[src/rtl/multi_channel_clock_gate_if.sv]
// Control/status bundle between the system controller and multi_channel_clock_gate.
// test_enable exists only when CLOCK_GATE_TEST_MODE_EN is defined.
interface multi_channel_clock_gate_if #(
    parameter int CHANNELS   = 4,
    parameter int IDLE_WIDTH = 8
);
    logic [CHANNELS-1:0]   channel_enable;
    logic [CHANNELS-1:0]   channel_request;
    logic [IDLE_WIDTH-1:0] idle_threshold;
    logic [CHANNELS-1:0]   gated_clocks;
    logic [CHANNELS-1:0]   channel_ready;
    logic                  any_clock_on;
`ifdef CLOCK_GATE_TEST_MODE_EN
    logic                  test_enable;

    modport master (
        output channel_enable, channel_request, idle_threshold, test_enable,
        input  gated_clocks, channel_ready, any_clock_on
    );
    modport slave (
        input  channel_enable, channel_request, idle_threshold, test_enable,
        output gated_clocks, channel_ready, any_clock_on
    );
`else
    modport master (
        output channel_enable, channel_request, idle_threshold,
        input  gated_clocks, channel_ready, any_clock_on
    );
    modport slave (
        input  channel_enable, channel_request, idle_threshold,
        output gated_clocks, channel_ready, any_clock_on
    );
`endif
endinterface

[src/rtl/multi_channel_clock_gate.sv]
// Demand-driven per-channel clock gating: OFF/WAKE/ON/HOLD FSM per channel feeding a
// low-transparent latch + AND gate. CLOCK_GATE_TEST_MODE_EN adds a scan force-on input.
module multi_channel_clock_gate #(
    parameter int CHANNELS   = 4,
    parameter int IDLE_WIDTH = 8,
    parameter int WAKE_DELAY = 2
) (
    input  logic                     clk,
    input  logic                     reset,
    multi_channel_clock_gate_if.slave bus
);
    localparam int WAKE_W = (WAKE_DELAY > 1) ? $clog2(WAKE_DELAY) : 1;
    localparam logic [WAKE_W-1:0]   WAKE_LAST = WAKE_W'(WAKE_DELAY - 1);
    localparam logic [WAKE_W-1:0]   WAKE_ONE  = WAKE_W'(1);
    localparam logic [IDLE_WIDTH-1:0] IDLE_ONE = IDLE_WIDTH'(1);
    localparam logic [IDLE_WIDTH:0]   IDLE_ONE_X = (IDLE_WIDTH + 1)'(1);

    typedef enum logic [1:0] {ST_OFF, ST_WAKE, ST_ON, ST_HOLD} state_e;

    state_e                state_q    [CHANNELS];
    state_e                state_d    [CHANNELS];
    logic [WAKE_W-1:0]     wake_cnt_q [CHANNELS];
    logic [WAKE_W-1:0]     wake_cnt_d [CHANNELS];
    logic [IDLE_WIDTH-1:0] idle_cnt_q [CHANNELS];
    logic [IDLE_WIDTH-1:0] idle_cnt_d [CHANNELS];
    logic [CHANNELS-1:0]   gate_en_q, gate_en_d;
    logic [CHANNELS-1:0]   ready_q, ready_d;
    logic [CHANNELS-1:0]   latch_q, latch_in;
    logic                  armed_q, armed_d;

    always_comb begin
        armed_d = 1'b1;
        for (int i = 0; i < CHANNELS; i++) begin
            state_d[i]    = state_q[i];
            wake_cnt_d[i] = wake_cnt_q[i];
            idle_cnt_d[i] = idle_cnt_q[i];
            if (!bus.channel_enable[i]) begin
                state_d[i] = ST_OFF;
            end else begin
                case (state_q[i])
                    ST_OFF: begin
                        if (bus.channel_request[i]) begin
                            state_d[i]    = ST_WAKE;
                            wake_cnt_d[i] = '0;
                        end
                    end
                    ST_WAKE: begin
                        // Wake always runs to completion, even if the request drops.
                        wake_cnt_d[i] = wake_cnt_q[i] + WAKE_ONE;
                        if (wake_cnt_q[i] == WAKE_LAST) state_d[i] = ST_ON;
                    end
                    ST_ON: begin
                        if (!bus.channel_request[i]) begin
                            if (bus.idle_threshold == '0) begin
                                state_d[i] = ST_OFF;
                            end else begin
                                state_d[i]    = ST_HOLD;
                                idle_cnt_d[i] = '0;
                            end
                        end
                    end
                    ST_HOLD: begin
                        if (bus.channel_request[i]) begin
                            state_d[i] = ST_ON;
                        end else begin
                            if (idle_cnt_q[i] != '1) idle_cnt_d[i] = idle_cnt_q[i] + IDLE_ONE;
                            // Live threshold: lowering it mid-count closes on the next edge.
                            if (({1'b0, idle_cnt_q[i]} + IDLE_ONE_X) >= {1'b0, bus.idle_threshold})
                                state_d[i] = ST_OFF;
                        end
                    end
                    default: state_d[i] = ST_OFF;
                endcase
            end
            gate_en_d[i] = (state_d[i] != ST_OFF);
            ready_d[i]   = (state_d[i] == ST_ON) || (state_d[i] == ST_HOLD);
        end
    end

    // The first edge after reset release only arms the controller.
    always_ff @(posedge clk or negedge reset) begin
        if (!reset) begin
            armed_q   <= 1'b0;
            gate_en_q <= '0;
            ready_q   <= '0;
            for (int i = 0; i < CHANNELS; i++) begin
                state_q[i]    <= ST_OFF;
                wake_cnt_q[i] <= '0;
                idle_cnt_q[i] <= '0;
            end
        end else begin
            armed_q <= armed_d;
            if (armed_q) begin
                gate_en_q <= gate_en_d;
                ready_q   <= ready_d;
                for (int i = 0; i < CHANNELS; i++) begin
                    state_q[i]    <= state_d[i];
                    wake_cnt_q[i] <= wake_cnt_d[i];
                    idle_cnt_q[i] <= idle_cnt_d[i];
                end
            end
        end
    end

`ifdef CLOCK_GATE_TEST_MODE_EN
    assign latch_in = gate_en_q | {CHANNELS{bus.test_enable}};
`else
    assign latch_in = gate_en_q;
`endif

    // Enable only changes while clk is low, so the AND never sees a partial high phase.
    always_latch begin
        if (!reset)    latch_q <= '0;
        else if (!clk) latch_q <= latch_in;
    end

    assign bus.gated_clocks  = {CHANNELS{clk}} & latch_q;
    assign bus.channel_ready = ready_q;
    assign bus.any_clock_on  = |gate_en_q;
endmodule

[src/flat_wrapper.sv]
// flat-port wrapper written by rule: the top's interface ports become plain ports
module multi_channel_clock_gate_flat 
#(
    parameter int CHANNELS   = 4,
    parameter int IDLE_WIDTH = 8,
    parameter int WAKE_DELAY = 2
)
  (clk, reset, bus_channel_enable, bus_channel_request, bus_idle_threshold, bus_gated_clocks, bus_channel_ready, bus_any_clock_on);
  multi_channel_clock_gate_if #(.CHANNELS(CHANNELS), .IDLE_WIDTH(IDLE_WIDTH)) bus_i ();
  input  logic clk;
  input  logic reset;
  input wire logic [$bits(bus_i.channel_enable)-1:0] bus_channel_enable;
  input wire logic [$bits(bus_i.channel_request)-1:0] bus_channel_request;
  input wire logic [$bits(bus_i.idle_threshold)-1:0] bus_idle_threshold;
  output wire logic [$bits(bus_i.gated_clocks)-1:0] bus_gated_clocks;
  output wire logic [$bits(bus_i.channel_ready)-1:0] bus_channel_ready;
  output wire logic [$bits(bus_i.any_clock_on)-1:0] bus_any_clock_on;
  assign bus_i.channel_enable = bus_channel_enable;
  assign bus_i.channel_request = bus_channel_request;
  assign bus_i.idle_threshold = bus_idle_threshold;
  assign bus_gated_clocks = bus_i.gated_clocks;
  assign bus_channel_ready = bus_i.channel_ready;
  assign bus_any_clock_on = bus_i.any_clock_on;
  multi_channel_clock_gate #(.CHANNELS(CHANNELS), .IDLE_WIDTH(IDLE_WIDTH), .WAKE_DELAY(WAKE_DELAY)) u_core (.clk(clk), .reset(reset), .bus(bus_i));
endmodule
[config.mk]
export PLATFORM = sky130hd
export DESIGN_NAME = multi_channel_clock_gate_flat
export DESIGN_NICKNAME = d
export VERILOG_FILES = /design/src/rtl/multi_channel_clock_gate_if.sv /design/src/rtl/multi_channel_clock_gate.sv /design/src/flat_wrapper.sv
export SDC_FILE = /design/constraint.sdc
export NUM_CORES = 1
export LEC_CHECK = 0
export CAP_MARGIN = 30
export CORE_UTILIZATION = 59
export CTS_CLUSTER_DIAMETER = 40
export DETAILED_ROUTE_END_ITERATION = 10
export GPL_ROUTABILITY_DRIVEN = 0
export PLACE_DENSITY_LB_ADDON = 0.25
export SLEW_MARGIN = 0
export SYNTH_ARGS = -nofsm -noshare
export SYNTH_HDL_FRONTEND = slang
export SYNTH_SLANG_ARGS = --single-unit
[constraint.sdc]
create_clock -name clk -period 3.1 [get_ports clk]
set_input_delay 0.31 -clock clk [delete_from_list [all_inputs] [get_ports clk]]
set_output_delay 0.31 -clock clk [all_outputs]
set_load 0.01 [all_outputs]
Yosys cells after proc, flatten, opt, wreduce, memory -nomap -nowiden:

Cells that the tools add are included.

* logic and storage cells: 168
* input port bits: 18
* bits in registers: 53
* latch bits: 4
* output and inout bits: 9

* $lt $le $gt $ge: 4
* add/sub/neg operators: 12
* multiplexer cells: 58
* reduce and logical (&&, ||, !) cells: 30
* eq/ne operators: 44
* bitwise operators: 1

Operator list (number)
* two-way mux 8 bit: 13
* case mux 8 bit (2 select lines): 4
* two-way mux 2 bit: 25
* adder 8 x 1 -> 9 bit (second input constant): 4
* >= comparator 9 x 8 -> 1 bit: 4
* adder 8 x 1 -> 8 bit (second input constant): 4
* == test 2 bit (second input constant): 16
* inequality test 2 bit (second input constant): 16
* inequality test 8 bit (second input constant): 4
* case mux 2 bit (4 select lines): 4
* AND reduction 7 bit: 4
* nonzero test 2 bit: 12
* two-way mux 4 bit: 4
* AND reduction 4 bit: 4
* == test 2 x 1 -> 1 bit (second input constant): 4
* logical NOT 2 bit: 4
* logical NOT 8 bit: 1
* inequality test 2 x 1 -> 1 bit (second input constant): 4
* case mux 1 bit (2 select lines): 4
* adder 1 bit (second input constant): 4
* AND 4 bit: 1
* logical OR 1 bit: 4
* two-way mux 1 bit: 4
* OR reduction 4 bit: 1

Longest topological paths before layout:

* depth in word-level cells: 8
* depth in mapped cells: 12
* depth with buffers taken out: 12

==> impl_metrics.json <==
{
  "grt-ovfl-total": 0,
  "synthSimpleGateAreaFrac_pct": 22.03,
  "ys_warn_count": 0,
  "ant_nets": 0,
  "fin_cells": 561,
  "synthArstFlopShare_pct": 92.98,
  "dp_slack_ps": 329.1,
  "worstReg2RegStart": "u_core.idle_cnt_q[0]$_DFFE_PN0P_",
  "critPathCaptureType": "primary output",
  "min_to": "u_core.wake_cnt_q[1]$_DFFE_PN0P_",
  "synth_edf_count": 0,
  "avgSynthCellArea_um2": 8.764,
  "cts_setup_buffers": 0,
  "grt_pass1_wl_um": 14480,
  "dieArea_um2": 6833,
  "drc": 0,
  "maxSlewViolCount": 0,
  "synth_fa_ha_area_share_pct": 11.73,
  "synthFlopType": "dfrtp_1",
  "synthXorXnorAreaFrac_pct": 5.704,
  "wl_um": 9068,
  "hold_path_class": "in -> reg",
  "p_leak_nw": 2.114,
  "hold_ws_ps": 485.4,
  "worstPathArrival_ps": 2670,
  "cap_violations": 0,
  "die_w_um": 82.66,
  "dp.cells": 531,
  "grt_usage_pct": 30.76,
  "dp_hpwl_um": 6211,
  "utilization_pct": 70.99,
  "worst_setup_path_start_kind": "clock port",
  "setup_viol": 0,
  "nets": 536,
  "hold_depth": 3,
  "setup_ws_ps": 119.9,
  "grt_pass1_vias": 3172,
  "syn_inst": 438,
  "skew_ps": 20.13,
  "cp_max_fo": 3,
  "relSlewSlack_pct": 48.50,
  "synth_mux_area_share_pct": 0.3911,
  "r2r_slack_ps": 330,
  "synthDistinctLibCells": 58,
  "drtIter0Drc": 157,
  "antenna_found_initial": 0,
  "placed_cell_area_um2": 4129,
  "outcome": "finished clean",
  "grt_max_degree": 40,
  "hold_path_startpoint": "bus_channel_enable[2]",
  "power_density_nw_per_um2": 525.3,
  "synth_top_family_by_area": "simple AND/OR/NAND/NOR gates",
  "postLayoutCellArea_um2": 4482,
  "worstSetupPathType": "clk -> out",
  "start_util_pct": 60.80,
  "reg2reg_depth": 9,
  "dr.pass1.iters": 4,
  "insertion_delay_ps": 540,
  "synth-seq-cells": 57,
  "avgViaCountPerCell": 6.096,
  "rsz0062_at_grt": "no",
  "drive_gt1_share_pct": 11.16,
  "synth_area_um2": 3839,
  "totalPowerFinal_mw": 2.354,
  "area_growth_syn_to_layout_pct": 16.75,
  "hold_viol_final": 0,
  "critPathRequiredTime_ps": 2790,
  "ir_drop_v": 0.0003608,
  "wl_per_cell_um": 16.16,
  "r2r_end": "u_core.bus.channel_ready[3]$_DFFE_PN0P_",
  "tritoncts": "done",
  "fin_tns_setup_ps": 0,
  "rows": 29,
  "antennaDiodeCount": 0,
  "die_h_um": 82.66,
  "worst_pin_slew_ps": 765.4,
  "fp.coreArea_um2": 6314,
  "io_buffers": 26,
  "ios": 27,
  "syn_nets": 492,
  "clk_pin_slew_worst_paths_ps": 100,
  "vias": 3420,
  "synth_compound_area_share_pct": 19.23,
  "fill_cells": 469
}
## synthesized netlist by cell type (7+ instances only)
| cell type | count | share of area (%) |
|---|---|---|
| dfrtp_1 | 53 | 35 |
| nand2_1 | 45 | 4.4 |
| o21ai_0 | 44 | 5.7 |
| ha_1 | 36 | 12 |
| nor2_1 | 31 | 3.0 |
| nand3_1 | 27 | 3.5 |
| inv_1 | 24 | 2.3 |
| nand2b_1 | 17 | 2.8 |
| a21oi_1 | 16 | 2.1 |
| xnor2_1 | 15 | 3.4 |
| xor2_1 | 10 | 2.3 |
| a31oi_1 | 9 | 1.5 |
| and2_1 | 9 | 1.5 |
| o21ai_1 | 7 | 0.91 |
## where the power goes
part | switching [mW] | total (mW) | internal (mW)
clock | 0.402 | 1.04 | 0.640
combinational | 0.208 | 0.386 | 0.178
sequential | 0.122 | 0.927 | 0.804
total | 0.732 | 2.35 | 1.62
## registers in the layout (all words and copies together) (netlist names)
name                      flops
u_core.idle_cnt_q            32
u_core.armed_q                1
u_core.gate_en_q              4
u_core.latch_q                4
u_core.state_q                8
u_core.wake_cnt_q             4
u_core.bus.channel_ready      4
## kinds of logic (layout without fill, tap and decap cells)
group	after synthesis	count (layout)
AND/OR/NAND/NOR	165	165
multiplexers	1	1
flip-flops	53	53
latches	4	4
adder cells (fa/ha/maj)	36	36
other	1	1
buffers and inverters	38	84
AO/OA/AOI/OAI	115	115
XOR/XNOR	25	25
## repair_timing
action	CTS	global route
gates resized for setup	8	4
pin swaps	0	0
setup endpoints to repair	8	7
endpoints found under the hold margin	15	0
hold buffers	3	0
## cell usage in the layout (no fill, tap or decap), types with 3 or more instances in the layout
master / instances
and3_1: 6
xnor2_1: 15
a22o_1: 5
nor3_2: 3
and2_1: 9
nor3_1: 6
nand2_1: 45
inv_1: 24
a31oi_1: 9
xor2_1: 10
a21o_1: 6
dlxtp_1: 4
nand4_1: 3
o31ai_1: 6
o21ai_0: 44
buf_4: 3
nand3_1: 27
ha_1: 36
dfrtp_1: 53
clkbuf_8: 23
a211oi_1: 5
nor2_1: 31
dlygate4sd3_1: 3
nand2b_1: 17
a21oi_1: 16
clkbuf_2: 5
clkdlybuf4s50_1: 21
o21ai_1: 7
## worst max-delay path: stages
cell      delay, ps
clkbuf_8        120
clkbuf_8        120
clkbuf_8        120
clkbuf_8        120
clkbuf_8        120
clkbuf_8        120
clkbuf_8        130
and2_1          140
clkbuf_2        120
## routing by layer
layer,up-vias,part of all wire [%],GRT usage [%]
met5,-,0,0
met4,0,2.2,19.66
met3,24,5.7,15.05
met2,111,46,45.41
met1,1635,46,35.29
li1,1650,-,-
## layout make-up
| class | instances | area (µm²) | share of cell area [%] |
|---|---|---|---|
| Clock buffer | 28 | 341.6 | 7.621 |
| Sequential cell | 57 | 1386 | 30.93 |
| Tap cell | 77 | 96.34 | 2.150 |
| Multi-Input combinational cell | 343 | 2272 | 50.70 |
| Inverter | 25 | 96.34 | 2.150 |
| Clock inverter | 3 | 21.27 | 0.4746 |
| Timing Repair Buffer | 28 | 267.8 | 5.974 |
## worst max path at each step
| stage | from | end | slack (ps) | depth (start not counted) |
|---|---|---|---|---|
| final | clk | bus_gated_clocks[2] | 120 | 9 |
| after global routing | clk | bus_gated_clocks[1] | 60 | 9 |
| after CTS | u_core.latch_q[0]$_DLATCH_P_ | bus_gated_clocks[0] | 10 | 2 |
| after detailed placement | u_core.latch_q[3]$_DLATCH_P_ | bus_gated_clocks[3] | 330 | 2 |
| after global placement | u_core.latch_q[3]$_DLATCH_P_ | bus_gated_clocks[3] | 330 | 2 |
| after floorplan | u_core.idle_cnt_q[0]$_DFFE_PN0P_ | u_core.state_q[1]$_DFFE_PN0P_ | 800 | 9 |
(Power assumes the default switching activity.)
